### src/rtl/fetch_if.sv
// Fetch-stage bus: control inputs, instruction memory port and IF/ID outputs.
// The slave modport is the fetch stage; master is its environment.
interface fetch_if;
  logic        start_i;
  logic        stall_i;
  logic        flush_i;
  logic [31:0] branch_target_i;
  logic [31:0] imem_addr_o;
  logic [31:0] imem_instr_i;
  logic [31:0] pc_o;
  logic [31:0] if_id_pc_o;
  logic [31:0] if_id_instr_o;
  logic        if_id_valid_o;
  logic [31:0] stall_cnt_o;
  logic [31:0] flush_cnt_o;

  modport slave (
    input  start_i, stall_i, flush_i, branch_target_i, imem_instr_i,
    output imem_addr_o, pc_o, if_id_pc_o, if_id_instr_o, if_id_valid_o,
           stall_cnt_o, flush_cnt_o
  );

  modport master (
    output start_i, stall_i, flush_i, branch_target_i, imem_instr_i,
    input  imem_addr_o, pc_o, if_id_pc_o, if_id_instr_o, if_id_valid_o,
           stall_cnt_o, flush_cnt_o
  );
endinterface

### src/rtl/fetch_stage.sv
// Instruction fetch stage: PC register plus IF/ID pipeline register.
// Define FETCH_PERF_CNT_EN to build the saturating stall/flush counters.
module fetch_stage (
  input  logic   clk_i,
  input  logic   rst_i,
  fetch_if.slave bus
);

  logic [31:0] pc_p0;
  logic [31:0] pc_p1;
  logic [31:0] instr_p1;
  logic        vld_p1;
  logic        unused_tgt;

  // Redirect targets are word aligned, so the low bits are dropped.
  assign unused_tgt = ^bus.branch_target_i[1:0];

  // Stage 0: fetch PC
  always_ff @(posedge clk_i) begin
    if (rst_i) begin
      pc_p0 <= 32'd0;
    end else if (bus.start_i) begin
      if (bus.flush_i)
        pc_p0 <= {bus.branch_target_i[31:2], 2'b00};
      else if (!bus.stall_i)
        pc_p0 <= pc_p0 + 32'd4;
    end
  end

  // Stage 1: IF/ID register
  always_ff @(posedge clk_i) begin
    if (rst_i) begin
      pc_p1    <= 32'd0;
      instr_p1 <= 32'd0;
      vld_p1   <= 1'b0;
    end else if (bus.start_i) begin
      if (bus.flush_i) begin
        pc_p1    <= 32'd0;
        instr_p1 <= 32'd0;
        vld_p1   <= 1'b0;
      end else if (!bus.stall_i) begin
        pc_p1    <= pc_p0;
        instr_p1 <= bus.imem_instr_i;
        vld_p1   <= 1'b1;
      end
    end
  end

  assign bus.imem_addr_o   = pc_p0;
  assign bus.pc_o          = pc_p0;
  assign bus.if_id_pc_o    = pc_p1;
  assign bus.if_id_instr_o = instr_p1;
  assign bus.if_id_valid_o = vld_p1;

`ifdef FETCH_PERF_CNT_EN
  logic [31:0] stall_cnt_p1;
  logic [31:0] flush_cnt_p1;

  function automatic logic [31:0] sat_inc(input logic [31:0] c);
    return (c == 32'hFFFF_FFFF) ? c : c + 32'd1;
  endfunction

  // Performance counters; a flush-and-stall cycle counts as a flush only.
  always_ff @(posedge clk_i) begin
    if (rst_i) begin
      stall_cnt_p1 <= 32'd0;
      flush_cnt_p1 <= 32'd0;
    end else if (bus.start_i) begin
      if (bus.flush_i)
        flush_cnt_p1 <= sat_inc(flush_cnt_p1);
      else if (bus.stall_i)
        stall_cnt_p1 <= sat_inc(stall_cnt_p1);
    end
  end

  assign bus.stall_cnt_o = stall_cnt_p1;
  assign bus.flush_cnt_o = flush_cnt_p1;
`else
  assign bus.stall_cnt_o = 32'd0;
  assign bus.flush_cnt_o = 32'd0;
`endif

endmodule

### src/flat_wrapper.sv
// flat-port wrapper written by rule: the top's interface ports become plain ports
module fetch_stage_flat 
  (clk_i, rst_i, bus_start_i, bus_stall_i, bus_flush_i, bus_branch_target_i, bus_imem_instr_i, bus_imem_addr_o, bus_pc_o, bus_if_id_pc_o, bus_if_id_instr_o, bus_if_id_valid_o, bus_stall_cnt_o, bus_flush_cnt_o);
  fetch_if bus_i ();
  input  logic clk_i;
  input  logic rst_i;
  input wire logic [$bits(bus_i.start_i)-1:0] bus_start_i;
  input wire logic [$bits(bus_i.stall_i)-1:0] bus_stall_i;
  input wire logic [$bits(bus_i.flush_i)-1:0] bus_flush_i;
  input wire logic [$bits(bus_i.branch_target_i)-1:0] bus_branch_target_i;
  input wire logic [$bits(bus_i.imem_instr_i)-1:0] bus_imem_instr_i;
  output wire logic [$bits(bus_i.imem_addr_o)-1:0] bus_imem_addr_o;
  output wire logic [$bits(bus_i.pc_o)-1:0] bus_pc_o;
  output wire logic [$bits(bus_i.if_id_pc_o)-1:0] bus_if_id_pc_o;
  output wire logic [$bits(bus_i.if_id_instr_o)-1:0] bus_if_id_instr_o;
  output wire logic [$bits(bus_i.if_id_valid_o)-1:0] bus_if_id_valid_o;
  output wire logic [$bits(bus_i.stall_cnt_o)-1:0] bus_stall_cnt_o;
  output wire logic [$bits(bus_i.flush_cnt_o)-1:0] bus_flush_cnt_o;
  assign bus_i.start_i = bus_start_i;
  assign bus_i.stall_i = bus_stall_i;
  assign bus_i.flush_i = bus_flush_i;
  assign bus_i.branch_target_i = bus_branch_target_i;
  assign bus_i.imem_instr_i = bus_imem_instr_i;
  assign bus_imem_addr_o = bus_i.imem_addr_o;
  assign bus_pc_o = bus_i.pc_o;
  assign bus_if_id_pc_o = bus_i.if_id_pc_o;
  assign bus_if_id_instr_o = bus_i.if_id_instr_o;
  assign bus_if_id_valid_o = bus_i.if_id_valid_o;
  assign bus_stall_cnt_o = bus_i.stall_cnt_o;
  assign bus_flush_cnt_o = bus_i.flush_cnt_o;
  fetch_stage u_core (.clk_i(clk_i), .rst_i(rst_i), .bus(bus_i));
endmodule
### config.mk
export PLATFORM = sky130hd
export DESIGN_NAME = fetch_stage_flat
export DESIGN_NICKNAME = d
export VERILOG_FILES = /design/src/rtl/fetch_if.sv /design/src/rtl/fetch_stage.sv /design/src/flat_wrapper.sv
export SDC_FILE = /design/constraint.sdc
export NUM_CORES = 1
export LEC_CHECK = 0
export CAP_MARGIN = 10
export CORE_MARGIN = 3
export CORE_UTILIZATION = 40
export CTS_CLUSTER_SIZE = 14
export DETAILED_ROUTE_END_ITERATION = 10
export PLACE_DENSITY = 0.77
export REMOVE_ABC_BUFFERS = 1
export SKIP_CTS_REPAIR_TIMING = 1
export SLEW_MARGIN = 5
export SYNTH_ARGS = -nofsm -noshare
export SYNTH_HDL_FRONTEND = slang
export SYNTH_SLANG_ARGS = --single-unit
export TNS_END_PERCENT = 100
### constraint.sdc
create_clock -name clk_i -period 4.4 [get_ports clk_i]
set_clock_uncertainty 0.15 [all_clocks]
set_input_delay 1.1 -clock clk_i [delete_from_list [all_inputs] [get_ports clk_i]]
set_output_delay 1.1 -clock clk_i [all_outputs]
set_load 0.01 [all_outputs]
==> results of run 1 <==
[worst register-to-register path: stages (launching register included)]
cell,delay (ps)
dfxtp_1,550
nand4_2,310
nor3_1,790
and3_1,280
o221ai_1,110
[sequential cells by signal, indices dropped and copies added (netlist names)]
register                  flops
u_core.bus.imem_addr_o       30
u_core.bus.if_id_instr_o     32
u_core.bus.if_id_valid_o      1
u_core.bus.if_id_pc_o        31
[cell families after synthesis]
group	count (synthesis)
adders and majority gates	1
buffers and inverters	154
and+or+nand+nor	202
AOI/OAI and AO/OA	152
DFF	94
muxes	3
other	1
[Yosys cell counts (2+ instances only)]
master | number | area share, %
nor3_1 | 8 | 0.79
o2111ai_1 | 2 | 0.35
o211ai_1 | 10 | 1.5
nand3b_1 | 3 | 0.44
o41ai_1 | 2 | 0.35
buf_2 | 8 | 0.79
nand4_1 | 15 | 1.9
clkbuf_1 | 24 | 1.8
o32ai_1 | 2 | 0.35
buf_4 | 99 | 15
nor3b_1 | 3 | 0.44
nand2_1 | 25 | 1.9
a31oi_1 | 6 | 0.74
nand2b_1 | 2 | 0.25
o31ai_1 | 3 | 0.44
o21ai_0 | 12 | 1.2
inv_1 | 7 | 0.52
a22oi_1 | 69 | 10
and3_1 | 12 | 1.5
mux2i_1 | 2 | 0.40
nand4_4 | 2 | 0.84
nor4_1 | 10 | 1.2
nor2_1 | 82 | 6.1
o2bb2ai_1 | 2 | 0.35
o221ai_1 | 4 | 0.69
a21oi_1 | 21 | 2.1
or4_4 | 2 | 0.44
and4_1 | 4 | 0.69
a211oi_1 | 5 | 0.74
nor2b_1 | 4 | 0.49
dfxtp_1 | 94 | 37
or3_1 | 4 | 0.49
o311ai_0 | 2 | 0.35
nand4_2 | 2 | 0.49
nand3_1 | 14 | 1.4
buf_1 | 14 | 1.0
[area by class of cell]
type                    count  area share [%]
multi-input cells         426           35.95
repair buffers            200           28.86
flip-flops and latches     94           27.37
clock buffers               9           3.275
well taps                 168           3.057
clock inverters             7           1.055
inverters                   8          0.4367
[report_power, final]
part	total (mW)	internal, mW	switching, mW
Clock	0.783	0.441	0.342
Combinational	0.326	0.163	0.163
Sequential	0.927	0.878	0.0492
[per-layer routing]
layer	GRT usage, %	wire, um	up-vias
li1	-	-	2308
met1	26.98	6423	2295
met2	34.51	7328	290
met3	5.789	1495	13
met4	5.286	148	0
met5	0	0	-
[stage by stage]
stage / TNS (ps) / util, %
floorplan: -53080 / -
global placement: 0 / 53.87
detailed placement: 0 / 53.87
CTS: 0 / 56.31
global route: 0 / 56.31
finish: 0 / 56.31
[placed cells by master (no fill, tap or decap), types with 3 or more instances in the layout]
cell             count
clkdlybuf4s50_1    189
dfxtp_1             94
nor2_1              82
a22oi_1             69
conb_1              68
nand2_1             24
a21oi_1             21
nand4_1             15
nand3_1             14
and3_1              12
o21ai_0             12
nor4_1              10
o211ai_1            10
clkbuf_16            9
buf_4                9
nor3_1               8
inv_1                7
a31oi_1              6
a211oi_1             5
and4_1               4
or3_1                4
o221ai_1             4
nor2b_1              4
o31ai_1              3
nand3b_1             3
[path summary, 6_finish.rpt]
| check | end | slack, ps |
|---|---|---|
| hold / removal | u_core.bus.if_id_pc_o[21] | 320 |
| hold reg to reg | u_core.bus.if_id_pc_o[21] | 320 |
| setup / recovery | u_core.bus.if_id_instr_o[12] | 1120 |
| setup reg to reg | u_core.bus.imem_addr_o[25] | 2080 |
==> results.cfg, run 1 <==
[pwr]
peakVddDrop_uv = 200.6
total_power_mw = 2.036
power_density_nw_per_um2 = 296.1
power_leakage_nw = 2.493

[synthesis]
synth_compound_area_share_pct = 21.63
synth_area_um2 = 5062
synthArstFlopShare_pct = 0
synthMuxAreaShare_pct = 0.6179
synth_edf_count = 0
synth_xor_area_share_pct = 0
synth_area_per_cell_um2 = 8.340
ys_seq_area_share_pct = 37.17
synth_warnings = 0
synthAdderAreaFrac_pct = 0.2472
netlist-cell-type-count = 63
synthCells = 607
ys_ff_latch = 94
yosys.area_share.simple_pct = 21.16
synth_top_family_by_area = compound AO/OA/AOI/OAI gates
ys.flop_type = dfxtp_1

[global_route]
grtUsageTotal_pct = 20.87
grt_max_degree = 50
grt_pass1_vias = 4611
antenna_found_initial = 0
grt_pass1_wl_um = 24180
overflow = 0

[sta]
holdWs_ps = 317.1
tightest_slew_ps = 920.1
max_slew_margin_pct = 38.19
fin_crit_ps = 3275
fin_ws_ps = 1125
hold_viol_final = 0
rsz0062_at_grt = false
setup_violations = 0
fmaxAchievable_mhz = 305.3
timing.final.max_slew_violations = 0
post-route-period-util_pct = 74.44

[finish]
diodes = 0
area_growth_pct = 35.84
final_layout_size_suffix_gt1_share_pct = 5.914
regArea_um2 = 1882
nNetsFinal = 809
fillers = 1118
multi_input_comb_area_um2 = 2472
stdcell_count = 912
fin_area_um2 = 6877

[setup_path]
cpPeakStageDelay_ps = 1010
cp.arrival_ps = 3400
reg2reg_depth = 4
endpoint_kind = flop
cp-startpoint = bus_start_i
critPathRequiredTime_ps = 4530
cp_common_cell = buf_4
cp_cell_sequence = clkdlybuf4s50_1, nor3b_2, buf_4, buf_4, a22oi_1, nor2_1
path_class = input port to flop
critPathMaxFanout = 25
cp-start-kind = input port
path_depth = 6
cp_top_family = buffers and inverters
crit_slowest_cell = clkdlybuf4s50_1
cp_num_buf_inv = 3
rr_startpoint = u_core.bus.imem_addr_o[2]

[floorplanning]
rows = 40
dieArea_um2 = 14040
die_x_um = 118.5
die_h_um = 118.5
coreArea_um2 = 12210
ioPinCount = 262
start_util_pct = 41.45

[clock_network]
clkTransAtPathRegs_ps = 70
cts_tree = yes
cts_max_level = 3
cts.sinks = 94
cts_buffers = 9
clk_latency_ps = 350
clockBufferDepth = 2
clockRootBuffer = clkbuf_16

[route]
avgRoutedWirePerCell_um = 16.88
firstDrtPassIters = 5
vias_per_cell = 5.379
ant_nets = 0
drt_iter0_markers = 380
post-route-drc-count = 0
route.vias.total = 4906
routed_wl_um = 15400

[placement]
dpl_cell_area_um2 = 6579
io_buffers = 191
dp_cells = 896
dp_hpwl_um = 11080
gp_congestion = 0.8996
place_ws_ps = 824.6

[worst_hold_path]
hp-class = flop to flop
min-delay-start = u_core.bus.if_id_pc_o[21]
worstHoldPathCells = 2

[status]
status = complete, no violations

[flow_run]
maxCapViolCount = 0
Note: power is estimated with default switching activity, not from simulation.
==> run 2: changes to the inputs <==
--- a/config.mk
+++ b/config.mk
@@ -7,10 +7,10 @@
 export LEC_CHECK = 0
 export CAP_MARGIN = 10
 export CORE_MARGIN = 3
-export CORE_UTILIZATION = 40
+export CORE_UTILIZATION = 36
 export CTS_CLUSTER_SIZE = 14
 export DETAILED_ROUTE_END_ITERATION = 10
-export PLACE_DENSITY = 0.77
+export PLACE_DENSITY = 0.73
 export REMOVE_ABC_BUFFERS = 1
 export SKIP_CTS_REPAIR_TIMING = 1
 export SLEW_MARGIN = 5
==> constraint.sdc (replaced) <==
create_clock -name clk_i -period 2.8 [get_ports clk_i]
set_clock_uncertainty 0.15 [all_clocks]
set_input_delay 0.7 -clock clk_i [delete_from_list [all_inputs] [get_ports clk_i]]
set_output_delay 0.7 -clock clk_i [all_outputs]
set_load 0.01 [all_outputs]
==> results.cfg, run 2 (synthesis gave the netlist of run 1 again) <==
[floorplanning]
start_util_pct = 37.48
die_h_um = 124.6
dieArea_um2 = 15520
rows = 42
ioPinCount = 262
die_x_um = 124.6
coreArea_um2 = 13510

[pwr]
power_density_nw_per_um2 = 454.3
peakVddDrop_uv = 260.8
power_leakage_nw = 2.563

[setup_path]
cp.arrival_ps = 1580
cp-start-kind = flop
crit_slowest_cell = clkdlybuf4s50_1
cp_num_buf_inv = 1
cpPeakStageDelay_ps = 630
critPathMaxFanout = 10
path_class = flop to output pin
critPathRequiredTime_ps = 1950
cp_top_family = buffers and inverters
cp_cell_sequence = clkdlybuf4s50_1
endpoint_kind = output pin

[finish]
diodes = 0
regArea_um2 = 1882
multi_input_comb_area_um2 = 2472
layout_common_cells = clkdlybuf4s50_1, dfxtp_1, nor2_1
fillers = 1240
nNetsFinal = 823
fin_area_um2 = 7004
layout_commonest_cell = clkdlybuf4s50_1
largest_reg_flops = 32
area_growth_pct = 38.36
final_layout_size_suffix_gt1_share_pct = 7.520

[sta]
rsz0062_at_grt = false
fin_crit_ps = 2427
tightest_slew_ps = 589.5
setup_violations = 0
fmaxAchievable_mhz = 412.0
timing.final.max_slew_violations = 0
post-route-period-util_pct = 86.68
max_slew_margin_pct = 60.70
holdWs_ps = 309.4
hold_viol_final = 0
fin_ws_ps = 373.0

[clock_network]
clockRootBuffer = clkbuf_16
cts.sinks = 94
cts_tree = yes
clockBufferDepth = 2
cts_max_level = 3
clk_latency_ps = 350
cts_buffers = 9
clkTransAtPathRegs_ps = 60

[global_route]
grt_pass1_vias = 4543
overflow = 0
grt_max_degree = 56
grt_pass1_wl_um = 25120
antenna_found_initial = 0
grtUsageTotal_pct = 19.61

[status]
status = complete, no violations

[route]
avgRoutedWirePerCell_um = 17.19
firstDrtPassIters = 5
ant_nets = 0
post-route-drc-count = 0
routed_wl_um = 16060
route.vias.total = 4973
vias_per_cell = 5.324
drt_iter0_markers = 253

[placement]
place_ws_ps = 89.43
io_buffers = 191
gp_congestion = 0.8483
dpl_cell_area_um2 = 6719
dp_hpwl_um = 11700

[worst_hold_path]
hp-class = flop to flop

[flow_run]
maxCapViolCount = 0
[run 2: path summary, 6_finish.rpt]
path	start	end	slack, ps	depth (start not counted)
hold reg to reg	u_core.bus.if_id_pc_o[21]	u_core.bus.if_id_pc_o[21]	310	2
hold / removal	u_core.bus.if_id_pc_o[21]	u_core.bus.if_id_pc_o[21]	310	2
setup / recovery	u_core.bus.imem_addr_o[13]	bus_pc_o[13]	370	1
setup reg to reg	u_core.bus.imem_addr_o[15]	u_core.bus.imem_addr_o[24]	560	4
[run 2: where the power goes]
group	switching, mW	leakage (nW)	total, mW	internal, mW
sequential	0.0752	0.764	1.45	1.38
combinational	0.266	1.66	0.539	0.273
clock	0.535	0.135	1.19	0.653
total	0.877	2.56	3.18	2.31
[run 2: through the flow]
| stage | power, mW | cells | setup TNS, ps | utilization (%) |
|---|---|---|---|---|
| 6_report | 3.182 | 934 | 0 | 51.86 |
| 5_1_grt | 3.316 | 934 | 0 | 51.86 |
| 4_1_cts | 3.206 | 934 | 0 | 51.86 |
| 3_5_place_dp | 2.018 | 918 | 0 | 49.75 |
| 3_3_place_gp | 2.008 | 918 | 0 | 49.75 |
| 2_1_floorplan | 1.668 | 528 | -132370 | - |
[run 2: final cells by class]
class,instances,area share [%]
Clock buffer,12,3.662
Inverter,8,0.4287
Clock inverter,4,0.4109
Sequential cell,94,26.87
Timing Repair Buffer,214,30.19
Tap cell,176,3.144
Multi-Input combinational cell,426,35.30
[run 2: worst reg2reg max path: cells and delay by family (launching register included)]
family,cells,cell delay [ps]
flops,1,580
simple gates,2,970
compound gates,2,410
[run 2: routing by layer]
layer / wire length (um) / up-vias / global-route usage (%)
met5: 0 / - / 0
met2: 7854 / 219 / 32.89
li1: - / 2334 / -
met4: 228 / 0 / 6.190
met1: 6967 / 2405 / 26.05
met3: 1004 / 15 / 2.744
==> run 3: changes to the inputs <==
--- a/config.mk
+++ b/config.mk
@@ -5,12 +5,12 @@
 export SDC_FILE = /design/constraint.sdc
 export NUM_CORES = 1
 export LEC_CHECK = 0
+export ABC_AREA = 1
 export CAP_MARGIN = 10
 export CORE_MARGIN = 3
-export CORE_UTILIZATION = 36
-export CTS_CLUSTER_SIZE = 14
+export CORE_UTILIZATION = 37
 export DETAILED_ROUTE_END_ITERATION = 10
-export PLACE_DENSITY = 0.73
+export PLACE_DENSITY = 0.74
 export REMOVE_ABC_BUFFERS = 1
 export SKIP_CTS_REPAIR_TIMING = 1
 export SLEW_MARGIN = 5
==> results.cfg, run 3 <==
[status]
status = complete, no violations

[clock_network]
cts.sinks = 94
cts_buffers = 9
clkTransAtPathRegs_ps = 60
clockRootBuffer = clkbuf_16
cts_max_level = 3
clockBufferDepth = 2
clk_latency_ps = 350
cts_tree = yes

[setup_path]
cp_num_buf_inv = 1
reg2reg_depth = 10
cpPeakStageDelay_ps = 610
crit_slowest_cell = clkdlybuf4s50_1
cp_top_family = buffers and inverters
cp-start-kind = flop
path_class = flop to output pin
critPathRequiredTime_ps = 1950
reg2reg_to = u_core.bus.imem_addr_o[28]
endpoint_kind = output pin
rr_startpoint = u_core.bus.imem_addr_o[2]
cp.arrival_ps = 1470
cp_cell_sequence = clkdlybuf4s50_1
critPathMaxFanout = 9
reg2reg_slack_ps = 950

[route]
avgRoutedWirePerCell_um = 13.54
post-route-drc-count = 0
route.vias.total = 4991
routed_wl_um = 14970
firstDrtPassIters = 4
drt_iter0_markers = 292
vias_per_cell = 4.513
ant_nets = 0

[global_route]
overflow = 0
grt_pass1_wl_um = 23810
grt_pass1_vias = 4596
grtUsageTotal_pct = 18.67
grt_max_degree = 75
antenna_found_initial = 0

[sta]
post-route-period-util_pct = 82.78
max_slew_margin_pct = 43.67
fin_crit_ps = 2318
setup_tns_ps = 0
fmaxAchievable_mhz = 431.4
tightest_slew_ps = 845.0
timing.final.max_slew_violations = 0
rsz0062_at_grt = false
setup_violations = 0
holdWs_ps = 313.2
hold_viol_final = 0

[flow_run]
maxCapViolCount = 0

[worst_hold_path]
holdPathEnd = u_core.bus.if_id_instr_o[1]
min-delay-start = u_core.bus.if_id_instr_o[1]
hp-class = flop to flop
worstHoldPathCells = 2

[synthesis]
synthCells = 772
synth_area_per_cell_um2 = 6.724
synth_edf_count = 0
synth_top_area_share_pct = 36.25
synth_warnings = 0
netlist-cell-type-count = 33
synth_top_area_cell = dfxtp_1
synthTopCellsByArea = dfxtp_1, nand2_1, buf_4
synthArstFlopShare_pct = 0
synth_area_um2 = 5191
ys_ff_latch = 94
ys.flop_type = dfxtp_1
synth.most_common_cell = nand2_1
ys_seq_area_share_pct = 36.25
ys_top_cells_by_count = nand2_1, buf_4, dfxtp_1

[floorplanning]
ioPinCount = 262
rows = 42
die_x_um = 124.5
start_util_pct = 38.44
dieArea_um2 = 15490
die_h_um = 124.5
coreArea_um2 = 13510

[finish]
nNetsFinal = 995
layout_commonest_cell = nand2_1
final_layout_size_suffix_gt1_share_pct = 5.591
area_growth_pct = 37.60
diodes = 0
fin_util_pct = 52.89
layout_common_cells = nand2_1, clkdlybuf4s50_1, dfxtp_1
largest_reg_flops = 32

[placement]
gp_congestion = 0.8412
io_buffers = 191
dp_hpwl_um = 10770

[pwr]
power_leakage_nw = 2.768
peakVddDrop_uv = 274.5
power_density_nw_per_um2 = 460.3
-- run 3: cell count changes in the layout (fill, tap and decap cells not counted), sizes merged, moves of 10 or more --
cell	delta
nor2	-13
inv	+68
nand3	+24
o211ai	-10
buf	-10
nor4	-11
a22oi	-69
and3	-13
o21ai	+11
a21oi	+48
nand2	+211
-- run 3: report_power, final --
part           switching (mW)  internal (mW)
combinational           0.236          0.228
clock                   0.540          0.868
sequential             0.0438           1.37
total                   0.819           2.47
-- run 3: layout make-up --
type                            count  area (um2)
Fill cell                        1354        6362
Multi-Input combinational cell    539        2381
Timing Repair Buffer              205        2037
Sequential cell                    94        1882
Inverter                           76       285.3
Clock buffer                        9       225.2
Tap cell                          176       220.2
Clock inverter                      7       112.6
-- run 3: metal layers --
metal  wire (um)  up-vias  global-route usage, %
li1            -     2560                      -
met1        6645     2238                  23.63
met2        7119      183                  31.23
met3        1056       10                  5.489
met4         150        0                  4.642
met5           0        -                      0
-- run 3: worst max-delay path by stage --
stage                               start                            to  slack, ps  cells after the start
2_1_floorplan                 bus_stall_i    u_core.bus.imem_addr_o[19]       -110                      8
3_3_place_gp                  bus_start_i    u_core.bus.imem_addr_o[11]        290                     10
3_5_place_dp                  bus_flush_i  u_core.bus.if_id_instr_o[21]        250                      8
4_1_cts        u_core.bus.imem_addr_o[24]           bus_imem_addr_o[24]        450                      1
5_1_grt        u_core.bus.imem_addr_o[24]           bus_imem_addr_o[24]        400                      1
6_report       u_core.bus.imem_addr_o[24]           bus_imem_addr_o[24]        480                      1
-- run 3: metrics by stage --
step / instances / power [mW] / setup WS [ps] / instance area, um2
after CTS: 1106 / 3.325 / 450.5 / 7143
after detailed placement: 1090 / 1.912 / 255.0 / 6805
after global placement: 1090 / 1.908 / 292.7 / 6805
after global routing: 1106 / 3.419 / 395.0 / 7143
after floorplan: 709 / 1.624 / -110.7 / 4546
final: 1106 / 3.288 / 482.0 / 7143
-- run 3: tightest hold or removal path, stage by stage, from the launching register on --
cell,delay [ps]
dfxtp_1,310
nand2_1,60
a21oi_1,50
-- run 3: cells by family (layout without fill, tap and decap cells) --
logic type	after synthesis	in the layout	synth area share (%)
AOI/OAI and AO/OA	103	103	10.51
xor gates and xnor gates	2	2	0.3375
adders and majority gates	1	1	0.2410
buffers and inverters	206	297	22.78
DFF	94	94	36.25
other	1	68	0.07224
and+or+nand+nor	365	365	29.81
